[config.mk]
export PLATFORM = sky130hd
export DESIGN_NAME = dual_rank_mem_ctrl
export DESIGN_NICKNAME = d
export VERILOG_FILES = /design/src/rtl/dual_rank_pkg.sv /design/src/rtl/dual_rank_mem_ctrl.sv
export SDC_FILE = /design/constraint.sdc
export NUM_CORES = 1
export LEC_CHECK = 0
export CAP_MARGIN = 5
export CORE_ASPECT_RATIO = 0.8
export CORE_MARGIN = 8
export CORE_UTILIZATION = 44
export CTS_CLUSTER_DIAMETER = 150
export DETAILED_ROUTE_END_ITERATION = 8
export GPL_TIMING_DRIVEN = 0
export MAX_ROUTING_LAYER = met4
export PLACE_DENSITY = 0.9
export SYNTH_ARGS = -nofsm -noshare
export SYNTH_HDL_FRONTEND = slang
export SYNTH_SLANG_ARGS = --single-unit
[constraint.sdc]
create_clock -name clk -period 1.7 [get_ports clk]
set_input_delay 0.51 -clock clk [delete_from_list [all_inputs] [get_ports clk]]
set_output_delay 0.51 -clock clk [all_outputs]
set_load 0.02 [all_outputs]
[src/rtl/dual_rank_pkg.sv]
// Shared widths, geometry and FSM encoding for the dual-rank RAM controller.
package dual_rank_pkg;

  localparam int WORDADDR_WIDTH = 7;
  localparam int DATA_WIDTH     = 8;
  localparam int DEPTH          = 128;
  localparam int RANKS          = 2;

  typedef enum logic [1:0] {
    S_IDLE,
    S_ISSUE,
    S_RDWAIT,
    S_RESP
  } state_t;

endpackage

[src/rtl/dual_rank_mem_ctrl.sv]
// Single-outstanding host-to-RAM bridge for two RAMB128x8 ranks sharing one bus.
// RAM-side outputs are registered; read data returns one cycle after the select.
module dual_rank_mem_ctrl #(
  parameter int WORDADDR_WIDTH = dual_rank_pkg::WORDADDR_WIDTH,
  parameter int DATA_WIDTH     = dual_rank_pkg::DATA_WIDTH,
  parameter int CNT_WIDTH      = 16
) (
  input  logic                      clk,
  input  logic                      rst_n,
  input  logic                      req_valid,
  output logic                      req_ready,
  input  logic                      req_wr,
  input  logic [WORDADDR_WIDTH:0]   req_addr,
  input  logic [DATA_WIDTH-1:0]     req_wdata,
  output logic                      rsp_valid,
  input  logic                      rsp_ready,
  output logic [DATA_WIDTH-1:0]     rsp_rdata,
  output logic                      cs0,
  output logic                      cs1,
  output logic                      wr,
  output logic [WORDADDR_WIDTH-1:0] wordAddr,
  output logic [DATA_WIDTH-1:0]     dataIn,
  input  logic [DATA_WIDTH-1:0]     dataOut0,
  input  logic [DATA_WIDTH-1:0]     dataOut1,
  output logic [CNT_WIDTH-1:0]      rd_cnt,
  output logic [CNT_WIDTH-1:0]      wr_cnt
);
  import dual_rank_pkg::*;

  state_t state, state_nxt;
  logic   lat_wr;
  logic   lat_rank;
  logic   hs;

  assign req_ready = (state == S_IDLE);
  assign rsp_valid = (state == S_RESP);
  assign hs        = req_valid && req_ready;

  always_comb begin
    state_nxt = state;
    case (state)
      S_IDLE:   if (req_valid) state_nxt = S_ISSUE;
      S_ISSUE:  state_nxt = lat_wr ? S_IDLE : S_RDWAIT;
      S_RDWAIT: state_nxt = S_RESP;
      S_RESP:   if (rsp_ready) state_nxt = S_IDLE;
      default:  state_nxt = S_IDLE;
    endcase
  end

  // Selects are loaded on the handshake edge so they are high for exactly the
  // ISSUE cycle; wordAddr/dataIn double as the request latch and hold afterwards.
  always_ff @(posedge clk or negedge rst_n) begin
    if (!rst_n) begin
      state     <= S_IDLE;
      lat_wr    <= 1'b0;
      lat_rank  <= 1'b0;
      cs0       <= 1'b0;
      cs1       <= 1'b0;
      wr        <= 1'b0;
      wordAddr  <= '0;
      dataIn    <= '0;
      rsp_rdata <= '0;
      rd_cnt    <= '0;
      wr_cnt    <= '0;
    end else begin
      state <= state_nxt;
      cs0   <= 1'b0;
      cs1   <= 1'b0;
      wr    <= 1'b0;
      if (hs) begin
        lat_wr   <= req_wr;
        lat_rank <= req_addr[WORDADDR_WIDTH];
        cs0      <= ~req_addr[WORDADDR_WIDTH];
        cs1      <= req_addr[WORDADDR_WIDTH];
        wr       <= req_wr;
        wordAddr <= req_addr[WORDADDR_WIDTH-1:0];
        dataIn   <= req_wdata;
      end
      if (state == S_ISSUE && lat_wr)
        wr_cnt <= wr_cnt + CNT_WIDTH'(1);
      if (state == S_RDWAIT)
        rsp_rdata <= lat_rank ? dataOut1 : dataOut0;
      if (state == S_RESP && rsp_ready)
        rd_cnt <= rd_cnt + CNT_WIDTH'(1);
    end
  end

endmodule

=== Yosys cells after proc, flatten, opt, wreduce, memory -nomap -nowiden ===
Index checks and enable logic that the tools add are counted.

* Add/sub/neg operators: 2
* Multipliers: 0
* Div/mod/pow operators: 0
* $lt $le $gt $ge: 0
* Equality and inequality tests: 5
* Shift operators: 0
* Muxes and demuxes: 8
* Bitwise logic cells: 1
* Reductions and logical operators: 5

{| class="wikitable"
|+ Operator list
! kind !! number
|-
| $add 16x1->16 const B || 2
|-
| $mux 8 || 1
|-
| $pmux 2 s4 || 1
|-
| $mux 2 || 3
|-
| $eq 2x2->1 const B || 2
|-
| $logic_and 1x1->1 || 3
|-
| $mux 1 || 3
|-
| $eq 2x1->1 const B || 1
|-
| $logic_not 2->1 || 1
|-
| $ne 2x1->1 const B || 1
|-
| $ne 2x2->1 const B || 1
|-
| $reduce_and 2->1 || 1
|-
| $not 1->1 || 1
|}

* Bits in registers: 62
* Latch bits: 0
* Memory bits (writable): 0
* Bits in read-only memories: 0
* Output and inout port bits: 60
* Memories kept: 0

=== Depth between registers and ports, before layout ===
* Depth after elaboration: 3
* Depth in mapped cells: 7
* Gate-level depth less buffers: 4

=== Least setup slack after synthesis ===
Ideal clock, no wire load.

* Path type: flip-flop to flip-flop
* Start: register state[0]
* End: register dataIn[5]
* Library setup time: 0.125 ns
* Data arrival time: 1.349 ns
* Setup slack: 0.227 ns
* Cell stages (with the launch flop): 5
* Path through: dfrtp_1 nand2b_1 nor2_4 buf_4 mux2_2

* Cells in the longest elaborated chain, start to end: 2

{| class="wikitable"
|+ RTL lines
! element !! line !! RTL
|-
| from (decl) || dual_rank_mem_ctrl.sv:30 || <nowiki>state_t state, state_nxt;</nowiki>
|-
| from (signal assigned) || dual_rank_mem_ctrl.sv:66 || <nowiki>state <= state_nxt;</nowiki>
|-
| $logic_not 2->1 || dual_rank_mem_ctrl.sv:35 || <nowiki>assign req_ready = (state == S_IDLE);</nowiki>
|-
| $logic_and 1x1->1 || dual_rank_mem_ctrl.sv:37 || <nowiki>assign hs = req_valid && req_ready;</nowiki>
|-
| to (signal assigned) || dual_rank_mem_ctrl.sv:77 || <nowiki>dataIn <= req_wdata;</nowiki>
|-
| to (decl) || dual_rank_mem_ctrl.sv:22 || <nowiki>output logic [DATA_WIDTH-1:0] dataIn,</nowiki>
|}

Every way passes these cells.
A chain may end at the register's enable or synchronous reset.

==> results.py <==
metrics = {
    "run_status": {
        "status": "finished, final reports clean",
    },
    "sta": {
        "finalCritPeriodShare_pct": 96.7,
        "fin_tns_setup_ps": 0,
        "slew_viol_final": 0,
        "max_freq_mhz": 608,
        "period_needed_ps": 1640,
        "slew_headroom_pct": 44.6,
        "setup_viol": 0,
        "timing.final.ws_setup_ps": 56.2,
        "skew_ps": 7.42,
        "worst-slew-pin-transition_ps": 830,
        "hold_viol": 0,
        "rsz0062_at_grt": "no",
    },
    "global_route": {
        "overflow": 0,
        "grt_pass1_vias": 2097,
        "grt_max_degree": 37,
        "antenna_found_initial": 0,
        "grtUsageTotal_pct": 15.8,
        "grt_pass1_wl_um": 10400,
    },
    "critical_path": {
        "worstSetupPathType": "register to output pin",
        "reg2reg_depth": 7,
        "max_stage_delay_ps": 370,
        "cp_max_fo": 10,
        "regToRegSetupSlack_ps": 160,
        "critPathCaptureType": "output pin",
        "cp_slowest_cell": "dfrtp_1",
        "cp.arrival_ps": 1130,
        "critPathRequiredTime_ps": 1190,
        "start_kind": "register",
        "path_cells": "buf_6 > and2_1 > buf_2",
    },
    "clock_tree": {
        "cts-root-buf": "clkbuf_8",
        "htree_levels": 3,
        "cts_sinks": 62,
        "insertion_delay_ps": 330,
        "postCtsHoldBufs": 0,
        "tritoncts": "done",
        "clk_pin_slew_worst_paths_ps": 70,
        "cts_buffers": 9,
        "ctsLongestPathBuffers": 2,
    },
    "power_and_ir_drop": {
        "ir_drop_mv": 0.925,
        "total_power_uw": 5580,
        "power_density_nw_per_um2": 1470,
        "p_leak_uw": 0.00187,
    },
    "yosys": {
        "syn_inst": 206,
        "synth_top_area_cell": "dfrtp_1",
        "ys_seq_elements": 62,
        "synth_nets": 245,
        "syn_avg_cell_area_sq_um": 12.7,
        "netlist.area_leader.share_pct": 59.2,
        "ys_types": 27,
        "synthTopCellsByArea": "dfrtp_1, mux2_2, xnor2_1",
        "yosysWarnings": 0,
        "syn_area_sq_um": 2620,
        "yosysSeqAreaShare_pct": 59.2,
    },
    "placed_design": {
        "dpl.hpwl_um": 4910,
        "gp_congestion": 0.768,
        "dp_slack_ps": -440,
        "portBuffers": 96,
        "dpl_cell_area_sq_um": 3700,
    },
    "flow_run": {
        "maxCapViolations": 0,
    },
    "detailed_routing": {
        "vias_per_cell": 4.89,
        "dr.pass1.iters": 4,
        "route.detailed.drc": 0,
        "wl_per_cell_um": 16.0,
        "drt_iter0_drc": 55,
        "ant_nets": 0,
        "wl_um": 6430,
        "vias": 1961,
    },
    "layout": {
        "area_delta_synth_final_pct": 45.3,
        "num_antenna_cells": 0,
        "final_nets": 354,
        "fin_util_pct": 65.5,
        "final_cell_area_sq_um": 3810,
        "drive_above_1_share_pct": 15.9,
    },
    "die": {
        "design.portCount": 97,
        "fp.dieH_um": 85.0,
        "std_cell_rows": 25,
        "die-area_sq_um": 8700,
        "start_util_pct": 45.1,
        "core_sq_um": 5820,
        "die_w_um": 102,
    },
    "hold_path": {
        "hold_class": "input pin to async pin",
    },
}
metal layers:
metal | routed length [um] | track usage, %
met4 | 78 | 5.98
met2 | 3030 | 24.4
met3 | 451 | 5.72
met1 | 2860 | 18.4
met5 | 0 | -
logic make-up (layout without fill, tap and decap cells):
family	after synthesis	after routing	share of synthesized area, %
buffers and inverters	9	123	2.20
adder cells (fa/ha/maj)	2	2	0.955
XOR/XNOR	30	30	10.0
AND/OR/NAND/NOR	67	67	14.7
AO/OA/AOI/OAI	9	9	1.72
flip-flops	62	62	59.2
multiplexers	27	27	11.2
Yosys cell counts, drive strengths merged:
master / instances
mux2: 19
mux2i: 8
inv: 2
nand2b: 3
and4: 2
and3: 9
nor2: 3
nand3: 7
nand4: 7
or3: 1
nor3: 6
and2: 4
nand2: 23
and3b: 1
xor2: 8
ha: 2
nor4: 1
dfrtp: 62
clkbuf: 2
o21ai: 9
buf: 5
xnor2: 22
sequential cells by signal (all words and copies together), names as in the netlist, named ones only:
| register | flops |
|---|---|
| lat_wr | 1 |
| rsp_rdata | 8 |
| cs1 | 1 |
| wr_cnt | 16 |
| dataIn | 8 |
| state | 1 |
| cs0 | 1 |
| wr | 1 |
| wordAddr | 7 |
| rd_cnt | 16 |
| lat_rank | 1 |
power by group:
part           leakage [uW]  internal (uW)  switching [uW]  total [uW]
clock             0.0000861            562             547        1110
sequential         0.000786           1930             295        2220
combinational       0.00100           1010            1250        2250
through the flow:
stage                     cells  hold slack (ps)
final                       401              280
after CTS                   401              300
after global routing        401              346
after global placement      383              459
after detailed placement    384              461
after floorplan             206              214
critical path, delay by kind of cell (launching register included):
| kind | cells | cell delay [ps] |
|---|---|---|
| buf+inv | 2 | 300 |
| flops | 1 | 370 |
| simple gates | 1 | 140 |
timing repair:
action | in CTS | in global routing
pin swaps | 1 | 0
hold endpoints to repair | 0 | 0
setup endpoints to repair | 68 | 5
gates resized for setup | 66 | 5
setup buffers | 1 | 0
path summary, 6_finish.rpt:
kind                                  from         end
worst min register to register  rd_cnt[15]  rd_cnt[15]
worst min-delay path                 rst_n  wr_cnt[13]
min in group clk                rd_cnt[15]  rd_cnt[15]
max in group asynchronous            rst_n    lat_rank
worst max register to register    register  wr_cnt[14]
worst max-delay path              register   rsp_valid
layout make-up:
type,count,area [sq um]
sequential,62,1550
timing repair buffer,98,906
fill,490,2010
tap,81,101
multi-input combinational,135,1030
clock inverter,4,22.5
inverter,2,7.51
buffer,7,50.0
clock buffer,12,145
placed cells by master (no fill, tap or decap), types with 3 or more instances in the layout:
master / netlist / final
nor3_1: 6 / 5
xnor2_1: 22 / 22
nand4_1: 6 / 6
nand2_1: 23 / 23
and2_1: 4 / 4
buf_4: 2 / 4
dfrtp_1: 62 / 62
and3_1: 9 / 9
nand2b_1: 3 / 3
buf_2: 1 / 3
o21ai_0: 9 / 9
dlygate4sd2_1: 0 / 56
nand3_2: 3 / 3
mux2_2: 19 / 19
clkdlybuf4s50_1: 0 / 35
clkinv_2: 0 / 3
nand3_1: 4 / 4
xor2_1: 8 / 8
mux2i_1: 8 / 8
clkbuf_1: 2 / 4
clkbuf_8: 0 / 10
(Power assumes the default switching activity.)
